===== config.mk =====
export PLATFORM = sky130hd
export DESIGN_NAME = sfx_scheduler_flat
export DESIGN_NICKNAME = d
export VERILOG_FILES = /design/src/rtl/sfx_scheduler_if.sv /design/src/rtl/sfx_scheduler.sv /design/src/flat_wrapper.sv
export SDC_FILE = /design/constraint.sdc
export NUM_CORES = 1
export LEC_CHECK = 0
export CAP_MARGIN = 20
export CORE_AREA = 2 2 66 68
export CTS_BUF_LIST = sky130_fd_sc_hd__clkbuf_16
export DETAILED_ROUTE_END_ITERATION = 6
export DIE_AREA = 0 0 68 70
export SYNTH_ARGS = -nofsm -noshare
export SYNTH_HDL_FRONTEND = slang
export SYNTH_SLANG_ARGS = --single-unit

===== constraint.sdc =====
create_clock -name clk -period 4.35 [get_ports clk]
set_input_delay 0.435 -clock clk [delete_from_list [all_inputs] [get_ports clk]]
set_output_delay 0.435 -clock clk [all_outputs]
set_load 0.02 [all_outputs]

===== src/rtl/sfx_scheduler_if.sv =====
// Bundle between the game event sources and the sound-effect scheduler:
// event pulses, frame tick and mute in; tone-generator drive and status out.
interface sfx_scheduler_if;
  logic       startOfFrame;
  logic       ev_gold;
  logic       ev_alien;
  logic       ev_died;
  logic       ev_win;
  logic       ev_over;
  logic       mute;
  logic       tone_en;
  logic [3:0] tone_code;
  logic [2:0] sfx_id;
  logic       busy;

  modport master (
    output startOfFrame, ev_gold, ev_alien, ev_died, ev_win, ev_over, mute,
    input  tone_en, tone_code, sfx_id, busy
  );

  modport slave (
    input  startOfFrame, ev_gold, ev_alien, ev_died, ev_win, ev_over, mute,
    output tone_en, tone_code, sfx_id, busy
  );
endinterface


===== src/rtl/sfx_scheduler.sv =====
// Shares one tone generator between game sound effects: latches event pulses,
// arbitrates by fixed priority with preemption, and plays frame-timed note sequences.
module sfx_scheduler #(
  parameter int NOTE_FRAMES = 4,
  parameter int GAP_FRAMES  = 2
) (
  input  logic            clk,
  input  logic            resetN,
  sfx_scheduler_if.slave  bus
);

  localparam logic [3:0] NOTE_LAST = 4'(NOTE_FRAMES - 1);
  localparam logic [3:0] GAP_LAST  = 4'(GAP_FRAMES - 1);

  typedef enum logic [1:0] {
    ST_IDLE = 2'd0,
    ST_PLAY = 2'd1,
    ST_GAP  = 2'd2
  } state_t;

  state_t     state_r;
  logic [4:0] pending_r;
  logic [3:0] frame_cnt_r;
  logic [1:0] step_r;
  logic       tone_en_r;
  logic [3:0] tone_code_r;
  logic [2:0] sfx_id_r;
  logic       busy_r;

  logic [4:0] ev_s;
  logic [2:0] hi_id_s;
  logic       load_s;
  logic [4:0] clr_mask_s;

  // Note table indexed by {effect id, step}; unused slots read as silence.
  function automatic logic [3:0] note_of(input logic [2:0] id, input logic [1:0] step);
    logic [3:0] n;
    case ({id, step})
      5'b001_00: n = 4'd5;
      5'b001_01: n = 4'd8;
      5'b010_00: n = 4'd9;
      5'b010_01: n = 4'd6;
      5'b010_10: n = 4'd3;
      5'b011_00: n = 4'd7;
      5'b011_01: n = 4'd5;
      5'b011_10: n = 4'd3;
      5'b011_11: n = 4'd1;
      5'b100_00: n = 4'd1;
      5'b100_01: n = 4'd3;
      5'b100_10: n = 4'd5;
      5'b100_11: n = 4'd8;
      5'b101_00: n = 4'd8;
      5'b101_01: n = 4'd6;
      5'b101_10: n = 4'd4;
      5'b101_11: n = 4'd2;
      default:   n = 4'd0;
    endcase
    return n;
  endfunction

  function automatic logic [1:0] last_step_of(input logic [2:0] id);
    logic [1:0] s;
    case (id)
      3'd1:    s = 2'd1;
      3'd2:    s = 2'd2;
      3'd3:    s = 2'd3;
      3'd4:    s = 2'd3;
      3'd5:    s = 2'd3;
      default: s = 2'd0;
    endcase
    return s;
  endfunction

  assign ev_s = {bus.ev_over, bus.ev_win, bus.ev_died, bus.ev_alien, bus.ev_gold};

  // Fixed-priority pick of the highest pending effect (0 when none pending).
  always_comb begin
    hi_id_s = 3'd0;
    if (pending_r[4]) begin
      hi_id_s = 3'd5;
    end else if (pending_r[3]) begin
      hi_id_s = 3'd4;
    end else if (pending_r[2]) begin
      hi_id_s = 3'd3;
    end else if (pending_r[1]) begin
      hi_id_s = 3'd2;
    end else if (pending_r[0]) begin
      hi_id_s = 3'd1;
    end else begin
      hi_id_s = 3'd0;
    end
  end

  // Load decision: start from idle, or preempt a strictly lower-priority effect; mute blocks both.
  always_comb begin
    load_s     = 1'b0;
    clr_mask_s = 5'd0;
    if (bus.mute) begin
      load_s = 1'b0;
    end else if (state_r == ST_IDLE) begin
      load_s = (hi_id_s != 3'd0);
    end else if (state_r == ST_PLAY) begin
      load_s = (hi_id_s > sfx_id_r);
    end else begin
      load_s = 1'b0;
    end
    if (load_s) begin
      clr_mask_s = 5'd1 << (hi_id_s - 3'd1);
    end else begin
      clr_mask_s = 5'd0;
    end
  end

  // Pending latches: a new pulse wins over the clear of the effect being loaded.
  always_ff @(posedge clk) begin
    if (resetN) begin
      pending_r <= 5'd0;
    end else if (bus.mute) begin
      pending_r <= 5'd0;
    end else begin
      pending_r <= (pending_r & ~clr_mask_s) | ev_s;
    end
  end

  // Playback FSM with registered tone-generator outputs.
  always_ff @(posedge clk) begin
    if (resetN || bus.mute) begin
      state_r     <= ST_IDLE;
      frame_cnt_r <= 4'd0;
      step_r      <= 2'd0;
      tone_en_r   <= 1'b0;
      tone_code_r <= 4'd0;
      sfx_id_r    <= 3'd0;
      busy_r      <= 1'b0;
    end else if (load_s) begin
      // A frame tick coinciding with the load is deliberately not counted.
      state_r     <= ST_PLAY;
      frame_cnt_r <= 4'd0;
      step_r      <= 2'd0;
      tone_en_r   <= 1'b1;
      tone_code_r <= note_of(hi_id_s, 2'd0);
      sfx_id_r    <= hi_id_s;
      busy_r      <= 1'b1;
    end else begin
      case (state_r)
        ST_IDLE: begin
          busy_r <= 1'b0;
        end
        ST_PLAY: begin
          if (bus.startOfFrame) begin
            if (frame_cnt_r == NOTE_LAST) begin
              frame_cnt_r <= 4'd0;
              if (step_r == last_step_of(sfx_id_r)) begin
                state_r     <= ST_GAP;
                step_r      <= 2'd0;
                tone_en_r   <= 1'b0;
                tone_code_r <= 4'd0;
                sfx_id_r    <= 3'd0;
              end else begin
                step_r      <= step_r + 2'd1;
                tone_code_r <= note_of(sfx_id_r, step_r + 2'd1);
              end
            end else begin
              frame_cnt_r <= frame_cnt_r + 4'd1;
            end
          end else begin
            frame_cnt_r <= frame_cnt_r;
          end
        end
        ST_GAP: begin
          if (bus.startOfFrame) begin
            if (frame_cnt_r == GAP_LAST) begin
              frame_cnt_r <= 4'd0;
              state_r     <= ST_IDLE;
              busy_r      <= 1'b0;
            end else begin
              frame_cnt_r <= frame_cnt_r + 4'd1;
            end
          end else begin
            frame_cnt_r <= frame_cnt_r;
          end
        end
        default: begin
          state_r     <= ST_IDLE;
          frame_cnt_r <= 4'd0;
          step_r      <= 2'd0;
          tone_en_r   <= 1'b0;
          tone_code_r <= 4'd0;
          sfx_id_r    <= 3'd0;
          busy_r      <= 1'b0;
        end
      endcase
    end
  end

  assign bus.tone_en   = tone_en_r;
  assign bus.tone_code = tone_code_r;
  assign bus.sfx_id    = sfx_id_r;
  assign bus.busy      = busy_r;

endmodule


===== src/flat_wrapper.sv =====
// flat-port wrapper written by rule: the top's interface ports become plain ports
module sfx_scheduler_flat 
#(
  parameter int NOTE_FRAMES = 4,
  parameter int GAP_FRAMES  = 2
)
  (clk, resetN, bus_startOfFrame, bus_ev_gold, bus_ev_alien, bus_ev_died, bus_ev_win, bus_ev_over, bus_mute, bus_tone_en, bus_tone_code, bus_sfx_id, bus_busy);
  sfx_scheduler_if bus_i ();
  input  logic clk;
  input  logic resetN;
  input wire logic [$bits(bus_i.startOfFrame)-1:0] bus_startOfFrame;
  input wire logic [$bits(bus_i.ev_gold)-1:0] bus_ev_gold;
  input wire logic [$bits(bus_i.ev_alien)-1:0] bus_ev_alien;
  input wire logic [$bits(bus_i.ev_died)-1:0] bus_ev_died;
  input wire logic [$bits(bus_i.ev_win)-1:0] bus_ev_win;
  input wire logic [$bits(bus_i.ev_over)-1:0] bus_ev_over;
  input wire logic [$bits(bus_i.mute)-1:0] bus_mute;
  output wire logic [$bits(bus_i.tone_en)-1:0] bus_tone_en;
  output wire logic [$bits(bus_i.tone_code)-1:0] bus_tone_code;
  output wire logic [$bits(bus_i.sfx_id)-1:0] bus_sfx_id;
  output wire logic [$bits(bus_i.busy)-1:0] bus_busy;
  assign bus_i.startOfFrame = bus_startOfFrame;
  assign bus_i.ev_gold = bus_ev_gold;
  assign bus_i.ev_alien = bus_ev_alien;
  assign bus_i.ev_died = bus_ev_died;
  assign bus_i.ev_win = bus_ev_win;
  assign bus_i.ev_over = bus_ev_over;
  assign bus_i.mute = bus_mute;
  assign bus_tone_en = bus_i.tone_en;
  assign bus_tone_code = bus_i.tone_code;
  assign bus_sfx_id = bus_i.sfx_id;
  assign bus_busy = bus_i.busy;
  sfx_scheduler #(.NOTE_FRAMES(NOTE_FRAMES), .GAP_FRAMES(GAP_FRAMES)) u_core (.clk(clk), .resetN(resetN), .bus(bus_i));
endmodule

==> results.sh, run 1 <==
export IMPL_status="finished, final reports clean"
export IMPL_clkSlewWorstSetupHoldPaths_ns=0.06
export IMPL_tightest_slew_ns=0.884
export IMPL_clock_fmax_mhz=361
export IMPL_ant_nets=0
export IMPL_synth_edf_count=0
export IMPL_htreeDepth=1
export IMPL_avgSynthCellArea_um2=8.16
export IMPL_dp_cells=251
export IMPL_syn_to_final_growth_pct=17.7
export IMPL_crit_path_end="u_core.step_r[1]$_SDFFE_PP0P_"
export IMPL_pre_cts_ws_ns=1.65
export IMPL_core_mm2=0.00414
export IMPL_synth_flop_cell="dfxtp_1"
export IMPL_p_leak_nw=0.622
export IMPL_track_usage_pct=16.4
export IMPL_arrival_ns=2.95
export IMPL_clock_sinks=22
export IMPL_final_setup_worst_slack_ns=1.58
export IMPL_cp_end_kind="flop"
export IMPL_grt_first_pass_wirelength_um=6140
export IMPL_synth_area_leaders="dfxtp_1, ha_1, a21oi_1, nor2_1, inv_1"
export IMPL_synthCells=189
export IMPL_die_h_um=70
export IMPL_cts_hold_buf=0
export IMPL_r2r_start="u_core.pending_r[4]$_SDFF_PP0_"
export IMPL_timing_hold_ws_ns=0.493
export IMPL_finalCritPeriodShare_pct=63.6
export IMPL_hold_depth=2
export IMPL_layout_drive_gt1_share_pct=5.94
export IMPL_hold_viol_final=0
export IMPL_cp_start_kind="flop"
export IMPL_synth_net_count=213
export IMPL_synth_top_area_share_pct=28.6
export IMPL_finClkSkew_ns=0.00216
export IMPL_dr_pass1_iters=4
export IMPL_p_per_area_mw_per_mm2=275
export IMPL_die_area_mm2=0.00476
export IMPL_yosysTopAreaCell="dfxtp_1"
export IMPL_startpoint="u_core.pending_r[4]$_SDFF_PP0_"
export IMPL_antenna_found_initial=0
export IMPL_drt_iter0_drc=38
export IMPL_tns_ns=0
export IMPL_final_nets=228
export IMPL_dieWidth_um=68
export IMPL_crit_fanout=18
export IMPL_drc=0
export IMPL_ys_async_sr_fraction_pct=0
export IMPL_relSlewSlack_pct=41.1
export IMPL_final_cell_area_mm2=0.00181
export IMPL_r2r_cells=9
export IMPL_wl_um=3540
export IMPL_crit_family="simple AND/OR/NAND/NOR gates"
export IMPL_final_util_pct=43.8
export IMPL_synth_cell_types=47
export IMPL_maxCapViolCount=0
export IMPL_slew_violations=0
export IMPL_grt_max_degree=19
export IMPL_crit_chain="nor2_1, inv_1, nor2_1, ha_1, nand3b_1, nand2_1, a41oi_2, nand2_1, a21oi_1"
export IMPL_peakVddDrop_v=0.000255
export IMPL_rsz0062_at_grt="false"
export IMPL_ys_ff_latch=22
export IMPL_path_depth=9
export IMPL_ys_seq_area_share_pct=28.6
export IMPL_clk_latency_ns=0.25
export IMPL_slowest_delay_ns=0.76
export IMPL_power_uw=498
export IMPL_root_buffer="clkbuf_16"
export IMPL_start_util_pct=37.2
export IMPL_num_antenna_cells=0
export IMPL_numCtsBuffers=3
export IMPL_placed_area_mm2=0.00174
export IMPL_cts_buffer_depth=2
export IMPL_num_rows=24
export IMPL_finalCriticalPeriod_ns=2.77
export IMPL_ios=18
export IMPL_required_ns=4.53
export IMPL_setup_violations=0
export IMPL_vias=1386
export IMPL_wl_per_cell_um=13.9
export IMPL_hp_class="flop to flop"
export IMPL_cts_resized=0
export IMPL_worst_path_buf_inv=1
export IMPL_grt_pass1_vias=1313
export IMPL_yosys_warnings=0
export IMPL_crit_type="flop to flop"
export IMPL_ff2ff_setup_slack_ns=1.58
export IMPL_crit_path_top_delay_cell="a41oi_2"
export IMPL_grt_ovfl_total=0
export IMPL_avgViaCountPerCell=5.46
export IMPL_cts_tree="built"
export IMPL_stdcell_count=254
export IMPL_dp_hpwl_um=2670
export IMPL_synth_cell_area_mm2=0.00154
export IMPL_worst_r2r_endpoint="u_core.step_r[1]$_SDFFE_PP0P_"
export IMPL_cts_setup_buffers=0
export IMPL_port_buffers=17
export IMPL_gp_congestion=0.840
synthesized netlist by cell type, types with 2 or more instances:
| master | count |
|---|---|
| or3_1 | 2 |
| nor2b_1 | 3 |
| clkbuf_1 | 3 |
| o21ai_1 | 3 |
| a21oi_1 | 22 |
| o211ai_1 | 5 |
| nor2_1 | 18 |
| inv_1 | 15 |
| o21ai_0 | 8 |
| nand2b_1 | 6 |
| nand3_1 | 5 |
| nor3b_1 | 4 |
| a31oi_1 | 2 |
| mux2i_1 | 2 |
| a311oi_1 | 3 |
| buf_2 | 3 |
| nor3_1 | 3 |
| dfxtp_1 | 22 |
| nand3b_1 | 2 |
| ha_1 | 15 |
| a311oi_2 | 3 |
| o21bai_1 | 3 |
| nand2_1 | 12 |
| a211o_1 | 2 |
power breakdown:
| part | internal, mW | switching (mW) | leakage (nW) | total [mW] |
|---|---|---|---|---|
| Sequential | 0.208 | 0.00689 | 0.179 | 0.215 |
| Clock | 0.121 | 0.0686 | 0.0370 | 0.190 |
| Combinational | 0.0387 | 0.0546 | 0.406 | 0.0933 |
routing by layer:
| layer | GRT usage (%) | part of all wire, % |
|---|---|---|
| met2 | 27.2 | 50 |
| met3 | 4.03 | 3.1 |
| met5 | 0 | 0 |
| met1 | 21.7 | 47 |
| met4 | 2.67 | 0.48 |
final cells by class:
| type | count | area (um2) |
|---|---|---|
| Tap cell | 52 | 65.1 |
| Multi-Input combinational cell | 145 | 1010 |
| Clock buffer | 3 | 75.1 |
| Fill cell | 445 | 2330 |
| Timing Repair Buffer | 17 | 170 |
| Sequential cell | 22 | 440 |
| Inverter | 15 | 56.3 |
kinds of logic after synthesis:
family | count (synthesis) | share of synthesized area, %
muxes | 2 | 1.30
AOI/OAI and AO/OA | 63 | 29.3
buffers and inverters | 22 | 6.09
DFF | 22 | 28.6
xor gates and xnor gates | 1 | 0.568
and+or+nand+nor | 64 | 22.0
adders and majority gates | 15 | 12.2
worst min-delay path by stage:
stage,from,end,slack (ns)
2_1_floorplan,u_core.frame_cnt_r[1]$_SDFFE_PP0P_,u_core.frame_cnt_r[1]$_SDFFE_PP0P_,0.48
3_3_place_gp,u_core.bus.tone_en$_SDFFE_PP0P_,u_core.bus.tone_en$_SDFFE_PP0P_,0.50
3_5_place_dp,u_core.bus.tone_en$_SDFFE_PP0P_,u_core.bus.tone_en$_SDFFE_PP0P_,0.48
4_1_cts,u_core.bus.tone_en$_SDFFE_PP0P_,u_core.bus.tone_en$_SDFFE_PP0P_,0.50
5_1_grt,u_core.bus.busy$_SDFFE_PP0P_,u_core.bus.busy$_SDFFE_PP0P_,0.52
6_report,u_core.bus.tone_en$_SDFFE_PP0P_,u_core.bus.tone_en$_SDFFE_PP0P_,0.49
worst reg2reg max path, cell delays in order, from the launching register on:
cell and delay [ns]:
dfxtp_1 0.37, nor2_1 0.20, inv_1 0.10, nor2_1 0.25
ha_1 0.30, nand3b_1 0.08, nand2_1 0.09, a41oi_2 0.76
nand2_1 0.36, a21oi_1 0.19
cells in the final DEF, fill, tap and decap left out, types with 2 or more instances in the layout:
cell / count
a211o_1: 2
a21oi_1: 22
a311oi_1: 3
a311oi_2: 3
a31oi_1: 2
clkbuf_16: 3
clkdlybuf4s50_1: 17
dfxtp_1: 22
ha_1: 15
inv_1: 15
mux2i_1: 2
nand2_1: 12
nand2b_1: 6
nand3_1: 5
nand3b_1: 2
nor2_1: 18
nor2b_1: 3
nor3_1: 3
nor3b_1: 4
o211ai_1: 5
o21ai_0: 8
o21ai_1: 3
o21bai_1: 3
or3_1: 2
flip-flops by register name (all words and copies together) (netlist names):
| signal | cells |
|---|---|
| u_core.bus.busy | 1 |
| u_core.frame_cnt_r | 4 |
| u_core.pending_r | 5 |
| u_core.state_r | 2 |
| u_core.bus.sfx_id | 3 |
| u_core.bus.tone_code | 4 |
| u_core.step_r | 2 |
| u_core.bus.tone_en | 1 |
Note: power is estimated with default switching activity, not from simulation.
==> run 2, diff against run 1 <==
- clock period: 4.35 -> 2.6 ns (I/O delays scaled with it)
==> run 2 against run 1 <==
Against the previous run:
- critical path depth increased by 1
- largest cell class unchanged
- final cell count increased by 4.3%
- design area increased by 5.5%
- clock power increased by 69%
- total power increased by 74%
- first-iteration DRC count increased by 76%
- largest power group unchanged
- critical path type unchanged
==> results.sh, run 2 (synthesis gave the netlist of run 1 again) <==
export IMPL_crit_fanout=8
export IMPL_port_buffers=17
export IMPL_htreeDepth=1
export IMPL_clk_latency_ns=0.26
export IMPL_slew_violations=0
export IMPL_cts_tree="built"
export IMPL_arrival_ns=2.49
export IMPL_final_cell_mix="a21oi_1, dfxtp_1, nor2_1"
export IMPL_cpMostUsedCell="nor2b_1"
export IMPL_finalCritPeriodShare_pct=89.4
export IMPL_p_leak_nw=0.678
export IMPL_wl_um=3750
export IMPL_crit_chain="nor2b_1, o21bai_1, nor2b_1, nor2b_1, ha_1, nor3b_4, a41oi_4, buf_4, o2111ai_2, a311oi_2"
export IMPL_clock_fmax_mhz=430
export IMPL_cp_start_kind="flop"
export IMPL_start_util_pct=37.2
export IMPL_wl_met2_um=1850
export IMPL_grt_first_pass_wirelength_um=6330
export IMPL_placed_area_mm2=0.00180
export IMPL_root_buffer="clkbuf_16"
export IMPL_tightest_slew_ns=0.537
export IMPL_worst_path_buf_inv=1
export IMPL_drc=0
export IMPL_avgViaCountPerCell=5.54
export IMPL_relSlewSlack_pct=64.2
export IMPL_finClkSkew_ns=0.00362
export IMPL_track_usage_pct=17.1
export IMPL_grt_ovfl_total=0
export IMPL_required_ns=2.77
export IMPL_largest_register_ffs=5
export IMPL_crit_family="compound AO/OA/AOI/OAI gates"
export IMPL_highest_layer="met4"
export IMPL_dr_pass1_iters=4
export IMPL_stdcell_count=265
export IMPL_cts_buffer_depth=2
export IMPL_crit_path_top_delay_cell="dfxtp_1"
export IMPL_layout_drive_gt1_share_pct=10.8
export IMPL_wl_met1_um=1720
export IMPL_grt_pass1_vias=1401
export IMPL_slowest_delay_ns=0.32
export IMPL_rsz0062_at_grt="false"
export IMPL_peakVddDrop_v=0.000386
export IMPL_ant_nets=0
export IMPL_drt_iter0_drc=67
export IMPL_dp_hpwl_um=2800
export IMPL_tns_ns=0
export IMPL_dieWidth_um=68
export IMPL_wl_met3_um=120
export IMPL_vias=1468
export IMPL_antenna_found_initial=0
export IMPL_finalCriticalPeriod_ns=2.32
export IMPL_numCtsBuffers=3
export IMPL_gp_congestion=0.797
export IMPL_grt_max_degree=17
export IMPL_num_antenna_cells=0
export IMPL_clock_sinks=22
export IMPL_syn_to_final_growth_pct=24.2
export IMPL_ios=18
export IMPL_n_fill_cell=439
export IMPL_cts_hold_buf=0
export IMPL_die_h_um=70
export IMPL_die_area_mm2=0.00476
export IMPL_p_per_area_mw_per_mm2=452
export IMPL_core_mm2=0.00414
export IMPL_clkSlewWorstSetupHoldPaths_ns=0.06
export IMPL_max_flop_register="u_core.pending_r"
export IMPL_final_cell_area_mm2=0.00191
export IMPL_wl_per_cell_um=14.1
export IMPL_num_rows=24
export IMPL_status="finished, final reports clean"
export IMPL_dp_cells=259
export IMPL_crit_type="flop to flop"
export IMPL_hp_class="flop to flop"
export IMPL_hold_viol_final=0
export IMPL_maxCapViolCount=0
export IMPL_cp_end_kind="flop"
export IMPL_setup_violations=0
export IMPL_final_nets=239
[run 2: power breakdown]
part	total, mW	switching (mW)	internal [mW]
Combinational	0.188	0.105	0.0829
Sequential	0.356	0.00774	0.348
Clock	0.322	0.119	0.203
[run 2: repair_timing]
item / in CTS / in global routing
setup endpoints to repair: 0 / 14
buffers inserted: 0 / 3
resized for setup: 0 / 2
[run 2: worst min-delay path: stages (launching register included)]
cell	delay (ns)
dfxtp_1	0.31
o21ai_1	0.07
a21oi_1	0.06
[run 2: layout make-up]
| type | count | area, um2 | area share, % |
|---|---|---|---|
| tap | 52 | 65.1 | 3.40 |
| clock buffer | 3 | 75.1 | 3.92 |
| sequential | 22 | 440 | 23.0 |
| inverter | 15 | 56.3 | 2.94 |
| multi-input combinational | 145 | 1020 | 53.5 |
| timing repair buffer | 28 | 253 | 13.2 |
[run 2: metal layers]
metal | GRT usage, % | vias to the layer above
met1 | 21.8 | 690
met3 | 3.70 | 9
met5 | 0 | -
met4 | 4.67 | 0
li1 | - | 745
met2 | 28.5 | 24
[run 2: through the flow]
step                      hold WS (ns)  setup slack [ns]  total power, mW  util [%]
after global placement           0.489             0.245            0.532      43.4
after CTS                        0.494             0.108            0.858      45.2
after floorplan                  0.389             0.421            0.472         -
after detailed placement         0.479             0.121            0.534      43.4
after global routing             0.522            0.0371            0.900      46.2
final                            0.484             0.277            0.866      46.2
[run 2: path summary, 6_finish.rpt]
| kind | from | to | slack (ns) | cells past startpoint |
|---|---|---|---|---|
| setup / recovery | u_core.pending_r[0]$_SDFF_PP0_ | u_core.bus.tone_code[0]$_SDFFE_PP0P_ | 0.28 | 10 |
| hold / removal | u_core.bus.tone_en$_SDFFE_PP0P_ | u_core.bus.tone_en$_SDFFE_PP0P_ | 0.48 | 2 |
| setup reg to reg | u_core.pending_r[0]$_SDFF_PP0_ | u_core.bus.tone_code[0]$_SDFFE_PP0P_ | 0.28 | 10 |
| hold reg to reg | u_core.bus.tone_en$_SDFFE_PP0P_ | u_core.bus.tone_en$_SDFFE_PP0P_ | 0.48 | 2 |
==> run 3, diff against run 2 <==
- PLACE_DENSITY: unset -> 0.56
==> run 3 against run 2 <==
Against the previous run:
- combinational power is 12% lower
- wire length up 2.5%
- die area stayed put
- final cell count shrank 1.9%
- total power shrank 1.7%
- largest cell class unchanged
- register-to-register slack worse by 0.06 ns
- design area down 3.1%
- first-iteration DRC count fell by 12%
- via count decreased by 0.75%
- global-route usage rose by 0.70 points
- critical path type unchanged
- flip-flop and latch count unchanged
==> results.sh, run 3 (synthesis gave the netlist of run 1 again) <==
export IMPL_finalCriticalPeriod_ns=2.38
export IMPL_gp_congestion=0.911
export IMPL_drc=0
export IMPL_crit_chain="nor2_1, inv_1, nor2_1, nor2b_1, ha_1, nor3b_2, a41oi_2, buf_4, a211o_1, a311oi_2"
export IMPL_grt_pass1_vias=1441
export IMPL_clock_fmax_mhz=420
export IMPL_tns_ns=0
export IMPL_cts_tree="built"
export IMPL_ant_nets=0
export IMPL_stdcell_count=260
export IMPL_crit_fanout=9
export IMPL_largest_register_ffs=5
export IMPL_required_ns=2.77
export IMPL_dp_cells=256
export IMPL_vias=1457
export IMPL_final_nets=233
export IMPL_cts_hold_buf=0
export IMPL_pre_cts_ws_ns=0.259
export IMPL_rsz0062_at_grt="false"
export IMPL_maxCapViolCount=0
export IMPL_clock_sinks=22
export IMPL_port_buffers=17
export IMPL_ff2ff_setup_slack_ns=0.22
export IMPL_numCtsBuffers=3
export IMPL_cts_buffer_depth=2
export IMPL_peakVddDrop_v=0.000338
export IMPL_grt_max_degree=17
export IMPL_grt_ovfl_total=0
export IMPL_wl_um=3840
export IMPL_dr_pass1_iters=4
export IMPL_arrival_ns=2.55
export IMPL_die_area_mm2=0.00476
export IMPL_cp_start_kind="flop"
export IMPL_syn_to_final_growth_pct=20.4
export IMPL_clockPowerShare_pct=38.3
export IMPL_setup_violations=0
export IMPL_dieWidth_um=68
export IMPL_intPower_uw=624
export IMPL_drt_iter0_drc=59
export IMPL_crit_type="flop to flop"
export IMPL_p_sw_share_pct=26.6
export IMPL_crit_path_top_delay_cell="dfxtp_1"
export IMPL_p_sw_uw=227
export IMPL_max_flop_register="u_core.pending_r"
export IMPL_final_cell_mix="a21oi_1, dfxtp_1, nor2_1"
export IMPL_start_util_pct=37.2
export IMPL_p_per_area_mw_per_mm2=459
export IMPL_avgViaCountPerCell=5.60
export IMPL_final_setup_worst_slack_ns=0.222
export IMPL_cts_resized=0
export IMPL_dp_hpwl_um=2960
export IMPL_cp_end_kind="flop"
export IMPL_cpMostUsedCell="nor2_1"
export IMPL_p_comb_share_pct=19.5
export IMPL_clkSlewWorstSetupHoldPaths_ns=0.06
export IMPL_relSlewSlack_pct=65.3
export IMPL_slew_violations=0
export IMPL_htreeDepth=1
export IMPL_pwr_share_seq_pct=42.2
export IMPL_p_leak_nw=0.648
export IMPL_num_rows=24
export IMPL_finClkSkew_ns=0.00191
export IMPL_die_h_um=70
export IMPL_n_fill_cell=428
export IMPL_layout_drive_gt1_share_pct=8.17
export IMPL_cts_setup_buffers=0
export IMPL_root_buffer="clkbuf_16"
export IMPL_hp_class="flop to flop"
export IMPL_tightest_slew_ns=0.516
export IMPL_core_mm2=0.00414
export IMPL_slowest_delay_ns=0.37
export IMPL_hold_viol_final=0
export IMPL_clk_latency_ns=0.25
export IMPL_num_antenna_cells=0
export IMPL_wl_per_cell_um=14.8
export IMPL_antenna_found_initial=0
export IMPL_grt_first_pass_wirelength_um=6530
export IMPL_ios=18
export IMPL_track_usage_pct=17.8
export IMPL_finalCritPeriodShare_pct=91.5
export IMPL_status="finished, final reports clean"
-- run 3: cell count changes in the layout (fill, tap and decap cells not counted) --
cell	change
buf_4	-6
a41oi_2	+1
a41oi_4	-1
clkinv_1	+1
nor3b_2	+1
nor3b_4	-1
-- run 3: path summary, 6_finish.rpt --
path | start | endpoint | cells after the start
hold / removal | u_core.bus.tone_en$_SDFFE_PP0P_ | u_core.bus.tone_en$_SDFFE_PP0P_ | 2
hold reg to reg | u_core.bus.tone_en$_SDFFE_PP0P_ | u_core.bus.tone_en$_SDFFE_PP0P_ | 2
setup / recovery | u_core.pending_r[4]$_SDFF_PP0_ | u_core.bus.tone_code[0]$_SDFFE_PP0P_ | 10
setup reg to reg | u_core.pending_r[4]$_SDFF_PP0_ | u_core.bus.tone_code[0]$_SDFFE_PP0P_ | 10
-- run 3: per-stage QoR --
step,power (mW),util (%),area (um2),hold slack (ns)
final,0.851,44.8,1860,0.499
after global routing,0.902,44.8,1860,0.545
after CTS,0.866,44.8,1860,0.511
after detailed placement,0.533,42.9,1780,0.503
after global placement,0.529,42.9,1780,0.501
after floorplan,0.472,-,1540,0.389
-- run 3: power groups by stage --
stage / Clock [mW] / Sequential (mW) / Combinational, mW
floorplan: 0 / 0.371 / 0.101
global placement: 0 / 0.367 / 0.162
detailed placement: 0 / 0.367 / 0.166
CTS: 0.341 / 0.359 / 0.166
global route: 0.359 / 0.361 / 0.183
finish: 0.326 / 0.359 / 0.166
-- run 3: worst max-delay path, delay by kind of cell, from the launching register on --
| kind | cells | cell delay [ns] |
|---|---|---|
| AND/OR/NAND/NOR | 4 | 0.82 |
| AO/OA/AOI/OAI | 3 | 0.57 |
| flip-flops | 1 | 0.37 |
| buffers and inverters | 2 | 0.30 |
| adder cells (fa/ha/maj) | 1 | 0.22 |
-- run 3: layout make-up --
class / instances / area [um2] / share of cell area, %
Multi-Input combinational cell: 145 / 1010 / 54.3
Inverter: 15 / 56.3 / 3.03
Clock buffer: 3 / 75.1 / 4.05
Sequential cell: 22 / 440 / 23.7
Timing Repair Buffer: 22 / 208 / 11.2
Clock inverter: 1 / 3.75 / 0.202
Tap cell: 52 / 65.1 / 3.51
-- run 3: layer usage --
layer  wire, um  up-vias  share of wire [%]  global-route usage (%)
met2       2010       32                 52                    31.1
met3        124        4                3.2                    3.54
li1           -      723                  -                       -
met5          0        -                  0                       0
met4         29        0               0.76                    4.89
met1       1670      698                 44                    21.5
